## src/rtl/data_m_initiator.sv

```systemverilog
// data_m_initiator
//   Bus initiator for the data_m peripheral bus. Takes one command at a time from a
//   host-side source, holds data_m_access until the responder acks, captures read data
//   and returns exactly one response pulse per command.
//
//   Optional feature: define DATA_M_INITIATOR_TIMEOUT_EN to abort an access that has
//   not been acked within TIMEOUT_CYCLES cycles. The abort returns rsp_error=1 and
//   rsp_data=16'hFFFF. Without the macro the initiator waits for ack indefinitely and
//   rsp_error is tied low.
//
// Ports
//   clk, reset_n                system clock, async active-low reset
//   cmd_valid/cmd_ready         command handshake
//   cmd_wr, cmd_addr, cmd_data, cmd_bytesel   command payload
//   rsp_valid, rsp_data, rsp_error            one-cycle response (no backpressure)
//   data_m_addr, data_m_data_out, data_m_access, data_m_wr_en, data_m_bytesel  bus outputs
//   data_m_data_in, data_m_ack                bus inputs from the responder
module data_m_initiator #(
   parameter int unsigned ADDR_W         = 19,
   parameter int unsigned TIMEOUT_CYCLES = 256
) (
   input  logic              clk,
   input  logic              reset_n,
   input  logic              cmd_valid,
   output logic              cmd_ready,
   input  logic              cmd_wr,
   input  logic [ADDR_W-1:0] cmd_addr,
   input  logic [15:0]       cmd_data,
   input  logic [1:0]        cmd_bytesel,
   output logic              rsp_valid,
   output logic [15:0]       rsp_data,
   output logic              rsp_error,
   output logic [ADDR_W-1:0] data_m_addr,
   output logic [15:0]       data_m_data_out,
   input  logic [15:0]       data_m_data_in,
   output logic              data_m_access,
   output logic              data_m_wr_en,
   output logic [1:0]        data_m_bytesel,
   input  logic              data_m_ack
);

   typedef enum logic [1:0] {StIdle, StAccess, StTurn} state_e;

   state_e state_q;

   // Gated by reset_n so no command is accepted while reset is asserted.
   assign cmd_ready = (state_q == StIdle) & reset_n;

`ifdef DATA_M_INITIATOR_TIMEOUT_EN
   localparam int unsigned     CntW     = $clog2(TIMEOUT_CYCLES) + 1;
   localparam logic [CntW-1:0] CntLimit = CntW'(TIMEOUT_CYCLES - 1);

   logic [CntW-1:0] tmo_cnt_q;
`else
   logic unused_timeout;
   assign unused_timeout = (TIMEOUT_CYCLES == 0);
   assign rsp_error      = 1'b0;
`endif

   always_ff @(posedge clk or negedge reset_n) begin
      if (!reset_n) begin
         state_q         <= StIdle;
         data_m_access   <= 1'b0;
         data_m_wr_en    <= 1'b0;
         data_m_bytesel  <= 2'b00;
         data_m_addr     <= '0;
         data_m_data_out <= 16'h0000;
         rsp_valid       <= 1'b0;
         rsp_data        <= 16'h0000;
`ifdef DATA_M_INITIATOR_TIMEOUT_EN
         rsp_error       <= 1'b0;
         tmo_cnt_q       <= '0;
`endif
      end else begin
         rsp_valid <= 1'b0;
         unique case (state_q)
            StIdle: begin
               if (cmd_valid) begin
                  data_m_addr     <= cmd_addr;
                  data_m_data_out <= cmd_data;
                  data_m_bytesel  <= cmd_bytesel;
                  data_m_wr_en    <= cmd_wr;
                  data_m_access   <= 1'b1;
                  state_q         <= StAccess;
`ifdef DATA_M_INITIATOR_TIMEOUT_EN
                  tmo_cnt_q       <= '0;
`endif
               end
            end
            StAccess: begin
               // Ack takes priority over the timeout limit in the same cycle.
               if (data_m_ack) begin
                  data_m_access  <= 1'b0;
                  data_m_wr_en   <= 1'b0;
                  data_m_bytesel <= 2'b00;
                  rsp_valid      <= 1'b1;
                  rsp_data       <= data_m_wr_en ? 16'h0000 : data_m_data_in;
                  state_q        <= StTurn;
`ifdef DATA_M_INITIATOR_TIMEOUT_EN
                  rsp_error      <= 1'b0;
`endif
               end
`ifdef DATA_M_INITIATOR_TIMEOUT_EN
               else if (tmo_cnt_q == CntLimit) begin
                  data_m_access  <= 1'b0;
                  data_m_wr_en   <= 1'b0;
                  data_m_bytesel <= 2'b00;
                  rsp_valid      <= 1'b1;
                  rsp_data       <= 16'hFFFF;
                  rsp_error      <= 1'b1;
                  state_q        <= StTurn;
               end else begin
                  tmo_cnt_q <= tmo_cnt_q + CntW'(1);
               end
`endif
            end
            // One dead cycle: the responder saw access on the ack edge and may re-ack.
            StTurn: begin
               state_q <= StIdle;
            end
            default: begin
               state_q <= StIdle;
            end
         endcase
      end
   end

endmodule

```

## config.mk

```make
export PLATFORM = sky130hd
export DESIGN_NAME = data_m_initiator
export DESIGN_NICKNAME = d
export VERILOG_FILES = /design/src/rtl/data_m_initiator.sv
export SDC_FILE = /design/constraint.sdc
export NUM_CORES = 1
export LEC_CHECK = 0
export CAP_MARGIN = 25
export CORE_UTILIZATION = 41
export CTS_CLUSTER_SIZE = 20
export DETAILED_ROUTE_END_ITERATION = 10
export GPL_ROUTABILITY_DRIVEN = 0
export MAX_ROUTING_LAYER = met4
export PLACE_DENSITY_LB_ADDON = 0.05
export SLEW_MARGIN = 20
export SYNTH_ARGS = -nofsm -noshare
export SYNTH_HDL_FRONTEND = slang
export SYNTH_SLANG_ARGS = --single-unit
```

## constraint.sdc

```tcl
create_clock -name clk -period 1.6 [get_ports clk]
set_input_delay 0.32 -clock clk [delete_from_list [all_inputs] [get_ports clk]]
set_output_delay 0.32 -clock clk [all_outputs]
set_load 0.01 [all_outputs]
```

Word level (Yosys, flattened, before mapping)
Cells that the tools add are included.

Input port bits: 58. Register bits: 58. Output and inout bits: 58.

Multiplexer cells: 14. Equality and inequality tests: 3. Bitwise gates (word level): 1. Reductions and logical operators: 6.

Operators with widths (count): 16-bit two-way mux (1); 2-bit two-way mux (4); 2-bit case mux with 2 select lines (2); 2-bit AND reduction (3); 1-bit two-way mux (5); 2-bit != test (second input constant) (2); 1-bit case mux with 2 select lines (2); 3-bit AND reduction (1); 2-bit by 1-bit == test with 1-bit output (second input constant) (1); 2-bit logical NOT (1); 2-bit nonzero test (1); 1-bit AND (1).

Depth between registers and ports, before layout
Depth in word-level cells: 3. Gate-level depth with buffers: 5.

Worst setup path before layout
Ideal clock, no wire load.

Path type: reg-to-reg. Start: register state_q[1]. End: register data_m_addr[0]. Path slack: 186 ps. Arrival time: 1289 ps. Stages on the path, launching flop included: 6. Buffers on the path: 2. Data required time: 1475 ps. Cells stage by stage: dfrtp_1 -> nor2b_4 -> nor2b_4 -> buf_6 -> buf_12 -> mux2_4.

Longest elaborated chain between the ends: 2.

RTL lines: start, declared (RTL line 44) `state_e state_q;`; start signal, assigned (RTL line 62) `state_q <= StIdle;`; start signal, assigned (RTL line 84) `state_q <= StAccess;`; start signal, assigned (RTL line 98) `state_q <= StTurn;`; 2-bit logical NOT (RTL line 76) `unique case (state_q)`; 2-bit AND reduction (no line); end signal, assigned (RTL line 79) `data_m_addr <= cmd_addr;`; end, declared (RTL line 33) `output logic [ADDR_W-1:0] data_m_addr,`.

No other way between the ends. A chain may end at the register's enable or synchronous reset.

Worst setup path after layout
Start: register data_m_bytesel[0]. End: output data_m_bytesel[0].

RTL lines: start, declared (RTL line 38) `output logic [1:0] data_m_bytesel,`; start signal, assigned (RTL line 81) `data_m_bytesel <= cmd_bytesel;`.

No word-level cell between the ends.

==> results by group <==
Clocking
  • Clock Tree Root: clkbuf_8
  • TritonCTS Sinks: 58
  • Latest clock arrival within the worst-skew pair: 0.32 ns
  • Setup Buffers After CTS: 0
  • Htree depth: 3
  • CTS tree: yes
  • Maximum clock path buffer count: 2
  • Clock Pin Slew Worst Setup and Hold Paths: 0.07 ns
  • Hold-fix buffers, CTS: 0
  • Num CTS Buffers: 9

GRT
  • GR Util met2: roughly 25%
  • Met1 Use GR: between 20% and 30%
  • Most Crowded Layer GR: met1
  • Vias in the first global route: 1684
  • Met3 GRT Util: 5.486%
  • Global-route wire length before repair: 8418 µm
  • Grt total ovfl: 0
  • Total global-route track usage: between 10% and 20%
  • Initial antenna violation count: 1
  • Largest net degree at the start of global routing: 59

Synth
  • Mapped Nets: about 230
  • Synth Instances: 175
  • Sequential area share after synthesis: 58.97%
  • Seq cells post-synth: 58
  • Avg Synthesized Cell Area: 14.06 µm²
  • Synth area leaders: dfrtp_1 59%, mux2_4 18%, nand2b_1 4.6%
  • Post-Synthesis Cell Area: about 2500 µm²
  • Synth cell types: 22
  • Synth Warn #: 0
  • Top cell type's share of synthesized area: ~59%
  • Leading area contributor after synthesis: dfrtp_1

Route
  • DRC marker count from the first detailed-route iteration: 65
  • Via density: 4.605
  • Via Count: 1727
  • # DRC: 0
  • Final WL: 5306 µm
  • Antenna-violating nets left: 0
  • Routed WL per cell: 14.15 µm
  • First drt pass iteration count: 4

Status
  • Status: complete, no violations

Place
  • Placed insts: approximately 360
  • Post-DP HPWL: 3652 µm
  • Buffers on Ports: 114

STA
  • Fin Clk Skew: 0.007262 ns
  • Fin crit period: about 1.6 ns
  • Period utilization: 98.03%
  • RSZ-0062 raised after global routing: no
  • Hold Fails Final Rpt: 0
  • Setup violators final: 0
  • Slew @ Worst Pin: 0.7094 ns
  • F_max: 637.6 MHz
  • Max-slew headroom at the worst pin: between 50 and 60%
  • Slew Limit Fails: 0

Cells and area
  • Finished Layout Cells: 375
  • Register area: 1453 µm²
  • Most frequent cells in the layout: 108 x clkdlybuf4s50_1, 57 x dfrtp_1, 30 x mux2_4, 18 x nand2b_1, 18 x o21ai_0
  • Layout cell share with drive strength beyond 1: between 20% and 30%
  • Nets: 355
  • Final Util: 69.39%
  • Commonest non-fill, non-tap cell in the layout: clkdlybuf4s50_1
  • Area of the multi-input gates: around 900 µm²
  • Fill count: 440
  • Area growth syn-to-layout: 59.07%

Floorplanning
  • Core area: approximately 5600 µm²
  • Rows: 27
  • Die Ht: 79.48 µm
  • Starting density of the core: 43.62%
  • Die Area: 6316 µm²
  • Die width: 79.48 µm
  • I/O pin total: approximately 120

Power and ir drop
  • Lkg Pwr: 1.769 nW
  • Total power per unit cell area: 1710 nW/µm²
  • Peak VDD IR: 0.9407 mV

Setup path
  • Required @ worst endpoint: 1.28 ns
  • Bufs and invs on worst path: 1
  • Delay-heaviest family, CP: buffers and inverters
  • Crit. End Element: output pin
  • Crit start category: register
  • WP data arrival: 1.25 ns
  • Critical Path Fanout Max: 3
  • CP cell instances: clkdlybuf4s50_1
  • Slowest stage delay, CP: about 0.55 ns
  • CP max-delay cell: clkdlybuf4s50_1
  • Critical path type: reg2out

Hold path
  • Hold Path Class: in2async

Run
  • Max Cap Viol: 0
per-layer routing:
| metal | routed length (µm) | share of wire (%) |
|---|---|---|
| met4 | 68 | 1.3 |
| met2 | 2332 | 44 |
| met3 | 419 | 7.9 |
| met5 | 0 | 0 |
| met1 | 2485 | 47 |
final cells by class:
| cell class | count | share of cell area [%] |
|---|---|---|
| sequential | 58 | 37.10 |
| timing repair buffer | 121 | 31.19 |
| inverter | 3 | 0.2876 |
| multi-input combinational | 104 | 22.98 |
| antenna | 1 | 0.06392 |
| clock buffer | 12 | 4.219 |
| tap | 72 | 2.301 |
| clock inverter | 4 | 1.854 |
stage by stage:
step                hold WS (ns)  cell area, µm²  setup WS, ns  power [mW]  TNS, ns
detailed placement        0.4709            3661       -0.2819       5.198   -8.506
global route              0.2135            3915      0.003122       7.072        0
floorplan                0.02441            2461        0.1861       3.673        0
finish                    0.1501            3915       0.03157       6.695        0
global placement          0.4633            3661       -0.2570       5.147   -7.770
CTS                       0.1693            3899       0.01428       6.779        0
Yosys cell counts, drive strengths merged:
master / n
and2b: 2
inv: 3
nand3b: 1
or2b: 1
a21oi: 4
clkbuf: 2
nor2: 1
buf: 8
dfrtp: 58
o21ai: 18
o2bb2ai: 3
nand2b: 18
conb: 1
nor3b: 1
mux2: 35
nor2b: 3
nand2: 16
logic make-up (layout without fill, tap and decap cells):
kind of cell           Yosys count  count (layout)  synth area share (%)
and+or+nand+nor                 43              43                 10.07
DFF                             58              58                 58.97
AOI/OAI and AO/OA               25              25                 5.542
other                            1               2                0.1524
muxes                           35              35                 20.59
buffers and inverters           13             140                 4.677
final timing paths:
kind                                               start                          end  slack, ns  depth (start not counted)
max                        data_m_bytesel[0]$_DFFE_PN0P_            data_m_bytesel[0]       0.03                          1
min                                              reset_n      rsp_data[2]$_DFFE_PN0P_       0.15                          2
max reg2reg                       state_q[1]$_DFFE_PN0P_  data_m_addr[13]$_DFFE_PN0P_       0.10                          4
min reg2reg                     rsp_data[13]$_DFFE_PN0P_     rsp_data[13]$_DFFE_PN0P_       0.48                          2
max in group asynchronous                        reset_n       state_q[1]$_DFFE_PN0P_       0.95                          2
min in group clk                rsp_data[13]$_DFFE_PN0P_     rsp_data[13]$_DFFE_PN0P_       0.48                          2
registers in the layout (all words and copies together) (netlist names):
register         count
data_m_wr_en         1
rsp_data            16
data_m_data_out     16
data_m_access        1
data_m_addr         19
rsp_valid            1
state_q              2
data_m_bytesel       2
power breakdown:
group / total [mW] / internal [mW] / switching [mW]
Combinational: 2.73 / 1.77 / 0.964
Clock: 1.56 / 1.00 / 0.555
Sequential: 2.41 / 2.06 / 0.347
timing repair:
item                       4_1_cts  5_1_grt
pin swaps                        0        0
setup endpoints to repair        2        4
gates resized for setup          5        5
gates cloned                     0        0
No activity file was read; power rests on OpenSTA's default activity.
